[src/rtl/mouse_packet_decoder.sv]
`timescale 1ns/1ps
// mouse_packet_decoder: assembles 3-byte PS/2 mouse packets from the receiver's
// validated byte stream. It decodes buttons and signed deltas and keeps a
// clamped cursor position. After a framing error, a misaligned byte 0 or an
// inter-byte timeout it goes back to waiting for byte 0.
module mouse_packet_decoder #(
    parameter int X_MAX          = 639,
    parameter int Y_MAX          = 479,
    parameter int POS_W          = 10,
    parameter int TIMEOUT_CYCLES = 100000
) (
    input  logic             Clk,
    input  logic             Rst,
    input  logic [7:0]       byte_data,
    input  logic             byte_valid,
    input  logic             frame_err,
    output logic             pkt_valid,
    output logic             btn_left,
    output logic             btn_right,
    output logic             btn_middle,
    output logic [8:0]       dx,
    output logic [8:0]       dy,
    output logic [POS_W-1:0] x_pos,
    output logic [POS_W-1:0] y_pos,
    output logic             sync_err,
    output logic             timeout
);

    // Two guard bits: the sum of a POS_W-bit position and a 9-bit delta
    // always fits, so the clamp sees the true value and never a wrapped one.
    localparam int SUM_W = POS_W + 2;
    localparam int TMR_W = $clog2(TIMEOUT_CYCLES + 1);
    localparam logic [TMR_W-1:0]        TMR_LAST = TMR_W'(TIMEOUT_CYCLES - 1);
    localparam logic signed [SUM_W-1:0] X_LIM    = SUM_W'(X_MAX);
    localparam logic signed [SUM_W-1:0] Y_LIM    = SUM_W'(Y_MAX);

    typedef enum logic [1:0] {WAIT_B0, WAIT_B1, WAIT_B2} state_t;

    state_t           state, state_next;
    logic [TMR_W-1:0] timer, timer_next;
    logic             cap_b0, cap_b1, dec_vld_p0;
    logic             sync_err_next, timeout_next;
    logic [7:0]       b0_p0, b1_p0;

    logic signed [8:0]       dx_new, dy_new;
    logic signed [SUM_W-1:0] x_sum, y_sum;

    // Sign-extend a 9-bit delta to the guarded position width.
    function automatic logic signed [SUM_W-1:0] sext_delta(input logic signed [8:0] d);
        return SUM_W'(d);
    endfunction

    // Saturate a guarded signed position into the range 0..lim.
    function automatic logic [POS_W-1:0] clamp_pos(input logic signed [SUM_W-1:0] v,
                                                   input logic signed [SUM_W-1:0] lim);
        logic [POS_W-1:0] r;
        if (v[SUM_W-1])
            r = '0;
        else if (v > lim)
            r = lim[POS_W-1:0];
        else
            r = v[POS_W-1:0];
        return r;
    endfunction

    // State and inter-byte timer registers.
    always_ff @(posedge Clk) begin
        if (Rst) begin
            state <= WAIT_B0;
            timer <= '0;
        end else begin
            state <= state_next;
            timer <= timer_next;
        end
    end

    // Next-state logic. frame_err overrides everything; a byte beats the timeout.
    always_comb begin
        state_next    = state;
        timer_next    = timer;
        cap_b0        = 1'b0;
        cap_b1        = 1'b0;
        dec_vld_p0    = 1'b0;
        sync_err_next = 1'b0;
        timeout_next  = 1'b0;
        if (frame_err) begin
            state_next = WAIT_B0;
            timer_next = '0;
        end else begin
            case (state)
                WAIT_B0: begin
                    timer_next = '0;
                    if (byte_valid) begin
                        if (byte_data[3]) begin
                            cap_b0     = 1'b1;
                            state_next = WAIT_B1;
                        end else begin
                            sync_err_next = 1'b1;
                        end
                    end
                end
                WAIT_B1, WAIT_B2: begin
                    if (byte_valid) begin
                        timer_next = '0;
                        if (state == WAIT_B1) begin
                            cap_b1     = 1'b1;
                            state_next = WAIT_B2;
                        end else begin
                            dec_vld_p0 = 1'b1;
                            state_next = WAIT_B0;
                        end
                    end else if (timer == TMR_LAST) begin
                        timer_next   = '0;
                        timeout_next = 1'b1;
                        state_next   = WAIT_B0;
                    end else begin
                        timer_next = timer + 1'b1;
                    end
                end
                default: begin
                    state_next = WAIT_B0;
                    timer_next = '0;
                end
            endcase
        end
    end

    // Capture bytes 0 and 1. Byte 2 is decoded straight from byte_data.
    always_ff @(posedge Clk) begin
        if (cap_b0) b0_p0 <= byte_data;
        if (cap_b1) b1_p0 <= byte_data;
    end

    // Decode the deltas (an overflow flag zeroes its axis) and the new positions.
    always_comb begin
        dx_new = b0_p0[6] ? 9'sd0 : $signed({b0_p0[4], b1_p0});
        dy_new = b0_p0[7] ? 9'sd0 : $signed({b0_p0[5], byte_data});
        x_sum  = $signed({2'b00, x_pos}) + sext_delta(dx_new);
        y_sum  = $signed({2'b00, y_pos}) - sext_delta(dy_new);
    end

    // ---- stage p0 -> outputs: status strobes and decoded packet ----
    // Strobes are one-cycle pulses. Decoded fields update together with pkt_valid.
    always_ff @(posedge Clk) begin
        if (Rst) begin
            pkt_valid  <= 1'b0;
            sync_err   <= 1'b0;
            timeout    <= 1'b0;
            btn_left   <= 1'b0;
            btn_right  <= 1'b0;
            btn_middle <= 1'b0;
            dx         <= '0;
            dy         <= '0;
            x_pos      <= POS_W'(X_MAX / 2);
            y_pos      <= POS_W'(Y_MAX / 2);
        end else begin
            pkt_valid <= dec_vld_p0;
            sync_err  <= sync_err_next;
            timeout   <= timeout_next;
            if (dec_vld_p0) begin
                btn_left   <= b0_p0[0];
                btn_right  <= b0_p0[1];
                btn_middle <= b0_p0[2];
                dx         <= dx_new;
                dy         <= dy_new;
                x_pos      <= clamp_pos(x_sum, X_LIM);
                y_pos      <= clamp_pos(y_sum, Y_LIM);
            end
        end
    end

endmodule
[config.mk]
export PLATFORM = sky130hd
export DESIGN_NAME = mouse_packet_decoder
export DESIGN_NICKNAME = d
export VERILOG_FILES = /design/src/rtl/mouse_packet_decoder.sv
export SDC_FILE = /design/constraint.sdc
export NUM_CORES = 1
export LEC_CHECK = 0
export CAP_MARGIN = 25
export CORE_AREA = 2 2 91 93
export CTS_CLUSTER_SIZE = 12
export DETAILED_ROUTE_END_ITERATION = 8
export DIE_AREA = 0 0 93 95
export PLACE_DENSITY = 0.78
export SLEW_MARGIN = 25
export SYNTH_ARGS = -nofsm -noshare
export SYNTH_HDL_FRONTEND = slang
export SYNTH_SLANG_ARGS = --single-unit
[constraint.sdc]
create_clock -name Clk -period 3.6 [get_ports Clk]
set_clock_uncertainty 0.05 [all_clocks]
set_input_delay 0.72 -clock Clk [delete_from_list [all_inputs] [get_ports Clk]]
set_output_delay 0.72 -clock Clk [all_outputs]
set_load 0.005 [all_outputs]
==> impl_summary.txt <==
----------------------------------------------------
[STA]
  Setup repair after global routing missed its margin ... no
  Final Hold Violating Endpoints ... 0
  Crit share post-route ... 95.2%
  Tmin final ... 3.43 ns
  Final Hold Slack ... 0.406 ns
  Actual transition at the worst max-transition pin ... ~0.66 ns
  Max Transition Viols Final ... 0
  Number of failing setup endpoints in the final timing report ... 0
  Remaining max-slew budget at the tightest pin ... 55.8%
  Highest clock rate ... around 0.29 GHz

[Setup path]
  Cell count of the worst reg-to-reg path ... 11
  Reg-to-reg endpoint ... x_pos[7]
  Maximum fanout along the worst path ... 6
  Data arrival time of the critical path ... 3.63 ns
  Startpoint of the lowest-slack register-to-register path ... b0_p0[6]
  Category of the most critical setup path ... primary input to flip-flop
  Kind of end point of the critical path ... flip-flop
  Req. time, crit path ... 3.80 ns
  Crit path launch type ... primary input
  Register-to-Register Setup Slack ... 0.45 ns

[Worst hold path]
  Hold path cells ... 2
  Worst min path class ... flip-flop to flip-flop
  WHS Endpoint ... dx[2]
  Origin of the worst min-delay path ... dx[2]

[Global routing]
  Pin count of the biggest net entering global routing ... 40
  Met3 demand-to-capacity share in global routing ... ~3.0%
  Total routing resource utilization after global routing ... 22.2%
  Vias in the first global route ... between 3k and 4k
  Peak-usage layer in the global routing report ... met2
  Initial antenna violation count ... 0
  Global-route wire length before repair ... 15.5 mm
  Met1 Use GR ... 28.4%
  Overflow left after global routing ... 0
  GR met2 Demand/Resource ... about two fifths

[Floorplan]
  Vertical die dimension ... ~95 µm
  DIE AREA ... 0.00884 mm²
  Placement Rows ... 33
  Effective utilization at floorplan ... 52.6%
  Width of the die ... ~93 µm
  Area of the core ... 0.00793 mm²
  Number of top-level design ports ... 56

[Yosys]
  Main area contributors after synthesis ... dfxtp_1 (30%), edfxtp_1 (11%), ha_1 (8.7%), a21oi_1 (5.2%), nor2_1 (4.8%)
  FF+latch count, synth ... ~80
  Number of nets produced by synthesis ... between 500 and 600
  Sequential cell area fraction in the yosys report ... between 40% and 50%
  Proportion of netlist area held by the largest area contributor ... a little under a third
  Netlist area before placement ... approximately 0.0042 mm²
  Number of unique standard cell types used by synthesis ... 61
  Proportion of synthesized flip-flops having asynchronous set or reset ... 0%
  Post-Syn Instances ... 460
  Mean area per synthesized cell ... 9.07 µm²
  Warning count from the yosys run ... 0
  Post-synth EDFFs ... 15
  Cell type with the largest total area after synthesis ... dfxtp_1
  Dominant register cell in the synthesized netlist ... dfxtp_1
  Most common cell in the synthesized netlist ... dfxtp_1
  Most numerous cell types in the synthesized netlist ... dfxtp_1 (63), nor2_1 (53), nand2_1 (44)

[Pwr]
  Clock network fraction of total power ... a little under two fifths
  Power density over cell area ... 347 mW/mm²
  Internal power ... between 1000 and 1500 µW
  Share of total power in combinational logic ... a little over a tenth
  Overall power after layout ... around 1800 µW
  Switching power ... roughly 460 µW
  Relative contribution of sequential cells to total power ... slightly above 50%
  Worst vdd rail ir drop ... 0.199 mV
  Proportion of total power due to net switching ... between 20% and 30%
  Leakage power summed over all cells ... about 0.0019 µW

[Clocking]
  TritonCTS clock tree ... built
  Insertion delay of the later-clocked pin in the worst-skew pair ... roughly 0.36 ns
  Clk sink count ... a little under 80
  Count of buffers added by post-CTS timing repair for setup ... 0
  Clock edge transition at the registers on the reported setup and hold paths ... about 0.09 ns
  Number of buffers on the longest clock path ... 2
  Clock buffers created by TritonCTS ... 9
  Root cell of the clock tree ... clkbuf_8
  Maximum level of the CTS H-tree ... 3

[Cells and area]
  Antenna fix cells ... 0
  Fillcell total ... between 600 and 700
  Storage element area ... between 0.0015 and 0.002 mm²
  Synth-to-Final Area Change ... 22.5%
  Final net count ... around 560
  Multi-input logic area ... around 0.0024 mm²
  Share of layout cells above drive strength 1 ... roughly 8.6%

[Routing]
  DRC violations left ... 0
  Vias per Instance ... roughly 5.6
  WL per Instance ... approximately 15 µm
  DRT Wirelength ... a little under 10 mm
  DRC marker count from the first detailed-route iteration ... between 200 and 250
  Routed Antenna Nets ... 0
  Via Count ... 3520
  Drt pass-1 iters ... 4

[Placement]
  DPL Wire Length ... between 7 and 8 mm
  Number of buffers added on ports ... 55
  Final GP Congestion ... 0.900

[Job]
  Maximum Capacitance Violations ... 0

[Outcome]
  Outcome ... finished clean

----------------------------------------------------
[cell type report]
type / count / share of cell area [%]
Inverter: 14 / 1.03
Sequential cell: 78 / 33.5
Tap cell: 105 / 2.57
Clock buffer: 9 / 2.42
Multi-Input combinational cell: 351 / 46.6
Clock inverter: 7 / 1.52
Timing Repair Buffer: 66 / 12.4
[layout by cell type (no fill, tap or decap), drive strengths merged, types with 2 or more instances in the layout]
master / n
a31oi: 3
xnor2: 15
clkbuf: 9
a211oi: 5
fa: 2
o21ai: 20
a221oi: 2
nand3: 15
and3: 6
a21o: 4
xor2: 14
nor3: 11
nand4: 3
and4b: 2
and2: 3
o21a: 8
ha: 29
clkdlybuf4s50: 55
inv: 18
nand3b: 2
nor2b: 12
buf: 11
a211o: 3
nand2: 44
nor3b: 2
nor2: 53
o41ai: 3
o22ai: 2
o211ai: 2
o21bai: 3
or3: 2
nand2b: 13
mux2i: 2
a311oi: 3
a21oi: 43
dfxtp: 63
nor4: 6
edfxtp: 15
[timing repair]
item                       in CTS  in global routing
setup endpoints to repair       0                  6
hold endpoints to repair        0                  0
resized for setup               0                  5
hold buffers                    0                  0
[routing by layer]
metal / routed length [µm] / share of wire (%)
met1: 4290 / 45
met2: 4740 / 49
met3: 441 / 4.6
met4: 158 / 1.6
met5: 0 / 0
[registers in the layout, indices dropped and copies added (netlist names)]
signal and cells:
sync_err 1, dy 9, dx 9, btn_left 1
timer 17, b1_p0 8, y_pos 10, btn_right 1
b0_p0 7, x_pos 10, pkt_valid 1, state 2
btn_middle 1, timeout 1
[kinds of logic (layout without fill, tap and decap cells)]
| kind of cell | count (synthesis) | after routing | synth area share (%) |
|---|---|---|---|
| flip-flops | 78 | 78 | 41.0 |
| multiplexers | 2 | 2 | 0.480 |
| buffers and inverters | 31 | 96 | 2.85 |
| adder cells (fa/ha/maj) | 31 | 31 | 9.66 |
| XOR/XNOR | 29 | 29 | 6.09 |
| AO/OA/AOI/OAI | 111 | 111 | 18.5 |
| AND/OR/NAND/NOR | 178 | 178 | 21.4 |
[worst max-delay path: stages]
cell,delay [ns]
clkdlybuf4s50_1,0.52
nor2b_2,0.18
ha_1,0.18
inv_1,0.06
fa_1,0.38
a21o_1,0.23
a221oi_4,0.29
buf_4,0.17
or3_1,0.09
a31oi_1,0.07
mux2i_1,0.30
a41oi_4,0.10
a221o_1,0.34
[worst max-delay path by stage]
stage / slack [ns] / endpoint / from / depth (start not counted)
after global placement: -0.16 / y_pos[5] / byte_data[0] / 12
after global routing: 0.03 / y_pos[5] / byte_data[0] / 12
after CTS: 0.09 / y_pos[5] / byte_data[0] / 12
final: 0.17 / y_pos[5] / byte_data[0] / 13
after detailed placement: -0.27 / y_pos[5] / byte_data[0] / 12
after floorplan: 0.52 / y_pos[5] / byte_data[0] / 11
[stage by stage]
step	std cells	setup slack (ns)	TNS (ns)	instance area, µm²	utilization, %
finish	630	0.174	0	5110	64.5
global route	630	0.0256	0	5110	64.5
CTS	630	0.0929	0	5070	64.0
detailed placement	614	-0.268	-1.48	4870	61.4
global placement	614	-0.163	-0.549	4870	61.4
floorplan	460	0.522	0	4170	-
[power by group through the flow]
| stage | registers (µW) | logic [µW] | clock network, µW |
|---|---|---|---|
| after floorplan | 925 | 117 | 0 |
| after global placement | 926 | 173 | 0 |
| after detailed placement | 926 | 177 | 0 |
| after CTS | 906 | 179 | 688 |
| after global routing | 908 | 205 | 729 |
| final | 906 | 187 | 678 |
No activity file was read; power rests on OpenSTA's default activity.
